--- src/rtl/multicycle_controller.sv ---
// multicycle_controller
//   Moore control FSM for a multicycle MIPS-style datapath with a
//   ready-handshaked memory.
//
//   state | meaning
//   ------+-------------------------------------------------------------
//   0     | FETCH   read instruction at PC, PC <= PC+4 when memory ready
//   1     | DECODE  compute branch target into ALUOut, dispatch on op_code
//   2     | MEMADR  effective address for lw/sw
//   3     | MEMRD   data read, waits on mem_ready
//   4     | MEMWB   load result into register file
//   5     | MEMWR   data write, waits on mem_ready
//   6     | REX     R-type execute, operation from funct
//   7     | ALUWB   R-type result into register file
//   8     | BEQ     compare, PC <= ALUOut when Zero
//   9     | ADDIEX  rs + immediate
//   10    | ADDIWB  addi result into register file
//   11    | JUMP    PC <= jump target
//   12    | BNE     compare, PC <= ALUOut when not Zero
//   13-15 | unused, behave like FETCH without strobes, recover to FETCH
//
// Ports
//   clk, reset          clock, synchronous active-high reset
//   op_code, funct      instruction fields from the instruction register
//   Zero, mem_ready     ALU zero flag, memory access-complete handshake
//   IorD .. PCSrc       datapath control signals
//   pc_en               PC load enable (PCWrite or taken branch)
//   state               current state code
module multicycle_controller (
    input  logic       clk,
    input  logic       reset,
    input  logic [5:0] op_code,
    input  logic [5:0] funct,
    input  logic       Zero,
    input  logic       mem_ready,
    output logic       IorD,
    output logic       MemRead,
    output logic       MemWrite,
    output logic       IRWrite,
    output logic       RegDst,
    output logic       MemtoReg,
    output logic       RegWrite,
    output logic       ALUSrcA,
    output logic [1:0] ALUSrcB,
    output logic [3:0] ALUControl,
    output logic [1:0] PCSrc,
    output logic       pc_en,
    output logic [3:0] state
);

    localparam logic [3:0] ST_FETCH  = 4'd0;
    localparam logic [3:0] ST_DECODE = 4'd1;
    localparam logic [3:0] ST_MEMADR = 4'd2;
    localparam logic [3:0] ST_MEMRD  = 4'd3;
    localparam logic [3:0] ST_MEMWB  = 4'd4;
    localparam logic [3:0] ST_MEMWR  = 4'd5;
    localparam logic [3:0] ST_REX    = 4'd6;
    localparam logic [3:0] ST_ALUWB  = 4'd7;
    localparam logic [3:0] ST_BEQ    = 4'd8;
    localparam logic [3:0] ST_ADDIEX = 4'd9;
    localparam logic [3:0] ST_ADDIWB = 4'd10;
    localparam logic [3:0] ST_JUMP   = 4'd11;
    localparam logic [3:0] ST_BNE    = 4'd12;

    localparam logic [5:0] OP_RTYPE = 6'b000000;
    localparam logic [5:0] OP_LW    = 6'b100011;
    localparam logic [5:0] OP_SW    = 6'b101011;
    localparam logic [5:0] OP_BEQ   = 6'b000100;
    localparam logic [5:0] OP_BNE   = 6'b000101;
    localparam logic [5:0] OP_ADDI  = 6'b001000;
    localparam logic [5:0] OP_J     = 6'b000010;

    localparam logic [3:0] ALU_AND = 4'b0000;
    localparam logic [3:0] ALU_OR  = 4'b0001;
    localparam logic [3:0] ALU_ADD = 4'b0010;
    localparam logic [3:0] ALU_SUB = 4'b0110;
    localparam logic [3:0] ALU_SLT = 4'b0111;
    localparam logic [3:0] ALU_NOR = 4'b1100;

    logic [3:0] next_state;
    logic [3:0] out_state;
    logic       pc_write;
    logic       branch_take;

    always_ff @(posedge clk) begin
        if (reset) begin
            state <= ST_FETCH;
        end else begin
            state <= next_state;
        end
    end

    always_comb begin
        next_state = ST_FETCH;
        case (state)
            ST_FETCH:  next_state = mem_ready ? ST_DECODE : ST_FETCH;
            ST_DECODE: begin
                case (op_code)
                    OP_RTYPE:     next_state = ST_REX;
                    OP_LW, OP_SW: next_state = ST_MEMADR;
                    OP_BEQ:       next_state = ST_BEQ;
                    OP_BNE:       next_state = ST_BNE;
                    OP_ADDI:      next_state = ST_ADDIEX;
                    OP_J:         next_state = ST_JUMP;
                    default:      next_state = ST_FETCH;
                endcase
            end
            ST_MEMADR: next_state = (op_code == OP_LW) ? ST_MEMRD : ST_MEMWR;
            ST_MEMRD:  next_state = mem_ready ? ST_MEMWB : ST_MEMRD;
            ST_MEMWR:  next_state = mem_ready ? ST_FETCH : ST_MEMWR;
            ST_REX:    next_state = ST_ALUWB;
            ST_ADDIEX: next_state = ST_ADDIWB;
            default:   next_state = ST_FETCH;
        endcase
    end

    // Reset makes the outputs look like FETCH regardless of the held state;
    // the strobes are then cleared separately below.
    assign out_state = reset ? ST_FETCH : state;

    always_comb begin
        IorD        = 1'b0;
        MemRead     = 1'b0;
        MemWrite    = 1'b0;
        IRWrite     = 1'b0;
        RegDst      = 1'b0;
        MemtoReg    = 1'b0;
        RegWrite    = 1'b0;
        ALUSrcA     = 1'b0;
        ALUSrcB     = 2'b00;
        ALUControl  = ALU_ADD;
        PCSrc       = 2'b00;
        pc_write    = 1'b0;
        branch_take = 1'b0;
        case (out_state)
            ST_DECODE: ALUSrcB = 2'b11;
            ST_MEMADR, ST_ADDIEX: begin
                ALUSrcA = 1'b1;
                ALUSrcB = 2'b10;
            end
            ST_MEMRD: begin
                IorD    = 1'b1;
                MemRead = 1'b1;
            end
            ST_MEMWB: begin
                MemtoReg = 1'b1;
                RegWrite = 1'b1;
            end
            ST_MEMWR: begin
                IorD     = 1'b1;
                MemWrite = 1'b1;
            end
            ST_REX: begin
                ALUSrcA = 1'b1;
                case (funct)
                    6'b100000: ALUControl = ALU_ADD;
                    6'b100010: ALUControl = ALU_SUB;
                    6'b100100: ALUControl = ALU_AND;
                    6'b100101: ALUControl = ALU_OR;
                    6'b101010: ALUControl = ALU_SLT;
                    6'b100111: ALUControl = ALU_NOR;
                    default:   ALUControl = ALU_ADD;
                endcase
            end
            ST_ALUWB: begin
                RegDst   = 1'b1;
                RegWrite = 1'b1;
            end
            ST_BEQ, ST_BNE: begin
                ALUSrcA     = 1'b1;
                ALUControl  = ALU_SUB;
                PCSrc       = 2'b01;
                branch_take = (out_state == ST_BEQ) ? Zero : ~Zero;
            end
            ST_ADDIWB: RegWrite = 1'b1;
            ST_JUMP: begin
                PCSrc    = 2'b10;
                pc_write = 1'b1;
            end
            default: begin
                // FETCH, and the unused codes which fetch-look but never load
                MemRead = 1'b1;
                ALUSrcB = 2'b01;
                if (out_state == ST_FETCH && !reset) begin
                    IRWrite  = mem_ready;
                    pc_write = mem_ready;
                end
            end
        endcase
        pc_en = pc_write | branch_take;
    end

endmodule

--- config.mk ---
export PLATFORM = sky130hd
export DESIGN_NAME = multicycle_controller
export DESIGN_NICKNAME = d
export VERILOG_FILES = /design/src/rtl/multicycle_controller.sv
export SDC_FILE = /design/constraint.sdc
export NUM_CORES = 1
export LEC_CHECK = 0
export CAP_MARGIN = 5
export CORE_ASPECT_RATIO = 0.9
export CORE_MARGIN = 8
export CORE_UTILIZATION = 45
export DETAILED_ROUTE_END_ITERATION = 10
export DONT_BUFFER_PORTS = 1
export PLACE_DENSITY = 0.71
export SLEW_MARGIN = 20
export SYNTH_ARGS = -nofsm -noshare
export SYNTH_HDL_FRONTEND = slang
export SYNTH_SLANG_ARGS = --single-unit
--- constraint.sdc ---
create_clock -name clk -period 1.65 [get_ports clk]
set_input_delay 0.2475 -clock clk [delete_from_list [all_inputs] [get_ports clk]]
set_output_delay 0.2475 -clock clk [all_outputs]
set_load 0.01 [all_outputs]
Word level (Yosys, flattened, before mapping)
Index checks and enable logic that the tools add are counted.

Flip-flop bits (word level): 4. Latch bits: 0. RAM bits: 0. ROM bits: 0. Bits of input ports: 16. Word-level logic and storage cells: 70. Memories: 0.

Add/sub/neg operators: 0. Multiply operators: 0. Div/mod/pow operators: 0. Order comparisons: 0. Equality and inequality tests: 29. Shift-type cells: 0. Mux-type cells: 23. Bitwise operators: 2. Reductions and logical operators: 15.

Operator list (number): $eq 6x6->1 const B (7); $pmux 4 s7 (1); $eq 4x3->1 const B (6); $eq 4x4->1 const B (6); $pmux 4 s6 (1); $reduce_or 11->1 (2); $pmux 4 s5 (1); $eq 4x2->1 const B (4); $eq 6x3->1 const B (2); $mux 1 (12); $reduce_or 12->1 (1); $mux 3 (3); $reduce_or 9->1 (1); $eq 4x1->1 const B (2); $logic_not 4->1 (2); $pmux 4 s2 (1); $reduce_or 2->1 (4); $eq 6x2->1 const B (1); $eq 6x4->1 const B (1); $logic_not 6->1 (1); $pmux 2 s3 (1); $reduce_or 5->1 (1); $mux 4 (1); $pmux 2 s2 (1); other kinds (6) (6).

Longest topological paths before layout
Depth after elaboration: 6. Gate-level depth with buffers: 6. Gate-level depth less buffers: 4.

Worst setup path before layout
No wires, ideal clock.

Kind: register to output. From: register state[2]. To: output port ALUControl[3]. Data arrival time: 1.328 ns. Path slack: 0.074 ns. Cell stages (with the launch flop): 5. Path through: dfxtp_1 > or3b_4 > nor4_4 > nand2_1 > nor2_1.

Longest elaborated chain between the ends: 4. Elaborated cells on any way between the ends: 6.

RTL lines: from (decl) (line 48) `output logic [3:0] state`; from (signal assigned) (line 89) `state <= next_state;`; $mux 4 (*) (line 119) `assign out_state = reset ? ST_FETCH : state;`; $eq 4x4->1 (line 135) `case (out_state)`; $reduce_or 2->1 (line 135); $pmux 4 s2 (*) (line 135); to (decl) (line 45) `output logic [3:0] ALUControl,`.

Every way passes the cells marked *; elsewhere a longest branch is shown, timed or not.

Worst setup path in the final report
Same ends and word-level chain as after synthesis.

==> impl.org <==
** Placement
- The number of placed instances, taps included, is 113.
- Hpwl dp :: 1490 um
- Area of placed instances :: 726 um2
- Prior to clock tree synthesis, the placed netlist has a worst setup slack of 81.2 ps.
- Routability-driven placement finished with a final weighted congestion of 0.900.
- PortBufs :: 0

** Routing
- Number of DRC markers in iteration 0 :: 19
- Using the TritonRoute via totals, the vias-per-cell ratio works out to 6.02.
- Average wire length per cell after detail routing :: 16.1 um
- Via total after detailed routing :: 710
- Iteration count of the initial detailed-routing pass :: 4
- Routed wire length :: 1900 um
- In this run the remaining antenna-violating nets after routing total 0.
- Drt drc :: 0

** Worst setup path
- Among all stages on the critical path, the largest delay is contributed by or3b_4.
- CP arrival :: 1520 ps
- Data required, critical path :: 1400 ps
- Delay of the slowest cell on the worst path :: 390 ps
- Along the worst path, the maximum fanout reaches 4.
- Traced cell by cell, the critical path runs through or3b_4 -> nor4_4 -> nand2_1 -> nor2_2.
- Worst Reg2Reg Path Length in Cells :: 5
- Counting both buffers and inverters, the worst setup path holds a total of 0.
- The worst setup path is captured at an output port.
- Logic depth of the worst setup path including buffers :: 4
- Cell family with the largest share of critical-path delay :: simple AND/OR/NAND/NOR gates
- The worst setup path is of the flop to output port kind.
- Category of the worst setup path launch point :: flop

** Floorplan
- Placement Rows :: 13
- Once the floorplan was initialized, standard cells occupied 46.4% of the core.
- 37 I/O pins were placed.
- Floorplan die width :: 56.0 um
- Core area :: 1400 um2
- The die is 52.0 um tall.
- Die ar. :: 2920 um2

** Synthesis
- Post-synthesis net count :: 108
- For this run, the leading register cell type out of synthesis is dfxtp_1.
- Synthesized area :: 649 um2
- Cell accounting for the most synthesized area :: dfxtp_1
- Total of flip-flops plus latches after synthesis :: 4
- Sorting the synthesized cells by area gives the leading types as dfxtp_1, nor2_1, nor4_4, a21oi_1, xnor2_1.
- Summing the areas of all compound-gate instances in the mapped netlist gives 27.9% of the synthesized area.
- Library cells used by synthesis :: 35
- Combinational family with the most area after synthesis :: simple AND/OR/NAND/NOR gates
- Register area share after synthesis :: 12.3%
- Of the total synthesized cell area, the portion taken by AND, OR, NAND and NOR gates is 44.3%.
- Of the post-synthesis cell area, the dominant cell type holds 12.3%.
- Each instance of the synthesized netlist takes up on average 7.06 um2.
- After technology mapping, the gate count stands at 92.
- The synthesized netlist devotes 0% of its cell area to adder and majority cells.
- The synthesized design contains 0 enable-type register cells.
- Syn. warnings :: 0
- After Yosys synthesis, XOR and XNOR cells account for 5.39% of the synthesized area.
- Proportion of register bits with asynchronous set or reset after synthesis :: 0%
- The portion of synthesized area spent on multiplexers is 1.54%.

** Clock tree
- Clock tree from TritonCTS :: built
- For the worst-skew pair, the clock arrives at the later sink with an insertion delay of 240 ps.
- Buffers inserted during clock tree synthesis total 3.
- CTS clk-pin slew, worst paths :: 40 ps
- In this run the number of H-tree levels came out at 1.
- Cell at the root of the clock tree :: clkbuf_4
- TritonCTS Sinks :: 4
- Number of buffers between clock root and the deepest sink :: 2

** STA
- Time the final worst path needs with I/O delays and setup :: 1770 ps
- Final WS setup :: -116 ps
- For the pin with the worst max-slew slack, the measured transition is 445 ps.
- Count of final max-slew check failures :: 0
- In the finished design, the share of the clock period the worst path needs comes to 107%.
- Setup violations remaining at the end of the flow were counted as 4.
- Clock skew on the completed layout was measured at 1.58 ps.
- Highest Clock Rate :: 566 MHz
- Tightest slew margin relative to the limit :: 70.0%
- Setup repair after global routing missed its margin :: true
- The number of hold violations in the final report came to 0.

** Cells and area
- Max reg flops :: 4
- 0 antenna diodes ended up in the layout.
- Most common cell after layout, fill and taps aside :: buf_4
- Cells fill 59.1% of the core in the end.
- Fin cells :: 118
- Total Nets Final :: 121
- Register with the most flip-flops :: state
- In the layout the commonest cells are buf_4, nor2_1, a21oi_1.
- Share of cells above drive strength 1 :: 35.9%
- Post-layout instance area :: 827 um2
- Largest registers in the final layout :: state x4
- Compared with the post-synthesis result, the final layout area differs by 27.4%.

** Min path
- Counting instances, the worst hold path has a depth of 1.
- The path class of the tightest hold or removal check is input pin to flop.

** Power
- In this run the power density over the cells is 381 nW/um2.
- The completed layout was analyzed and its total power is 0.315 mW.
- The analysis attributes to cell leakage a power of 0.276 nW.
- Worst supply voltage drop on vdd :: 232 uV

** Global route
- The via count of the first global-routing pass was 709.
- GR Util All Layers :: 12.9%
- The first global-routing pass estimated 3080 um of wire.
- Summed over all layers, the global routing overflow is 0.
- Entering global routing, the biggest net connects 22 pins.
- Number of antenna violations at the first check in global routing :: 0

** Job
- Max-cap violations in this run came to 0.

** Outcome
- Violations in the final reports :: negative setup slack
- Status :: finished with violations
-- worst register-to-register path, stage by stage (launching register included) --
cell and delay [ps]:
dfxtp_2 310, buf_4 260, nand2b_2 230, mux2i_1 90, a32o_1 210, o21a_1 180
-- routing by layer --
layer / wire length (um) / global-route usage, % / vias to the layer above
met2: 891 / 20.8 / 28
met1: 795 / 13.4 / 321
met3: 158 / 5.35 / 4
met4: 53 / 9.60 / 0
met5: 0 / 0 / -
li1: - / - / 357
-- logic make-up after synthesis --
group / after synthesis
simple gates: 45
compound gates: 27
buf+inv: 11
xor+xnor: 4
flops: 4
mux: 1
-- stage by stage --
stage	TNS, ps	hold slack [ps]
after floorplan	0	428
after global routing	-707	69.5
after detailed placement	0	324
after CTS	-339	68.4
after global placement	0	325
final	-349	70.4
-- report_power, final --
part	leakage, nW	switching (mW)	internal (mW)	total (mW)
Combinational	0.228	0.0438	0.0462	0.0900
Sequential	0.0344	0.00550	0.0976	0.103
Clock	0.0138	0.0409	0.0814	0.122
Total	0.276	0.0902	0.225	0.315
-- what timing repair did --
item | 4_1_cts | 5_1_grt
hold buffers | 0 | 0
setup buffers | 2 | 0
pin swaps | 1 | 1
endpoints found under the setup margin | 7 | 9
resized for setup | 7 | 10
-- synth_stat cells, types with 3 or more instances --
cell      number
o31ai_1        4
nand2b_1       4
inv_1          4
buf_2          5
nand2_1        6
xnor2_1        4
o21a_1         3
nor2_1        12
o21ai_0        4
a21oi_1        7
nand3_1        3
nor3_1         4
dfxtp_1        4
-- path summary, 6_finish.rpt --
kind | startpoint | to | slack [ps]
min reg2reg | state[0] | state[2] | 710
max | state[2] | ALUControl[3] | -120
max reg2reg | state[2] | state[2] | 250
min | reset | state[1] | 70
-- cell type report --
cell class | count | area, um2
fillers | 121 | 572
multi-input cells | 77 | 566
repair buffers | 15 | 116
flip-flops and latches | 4 | 88.8
clock buffers | 3 | 22.5
well taps | 15 | 18.8
inverters | 4 | 15.0
Note: power is estimated with default switching activity, not from simulation.
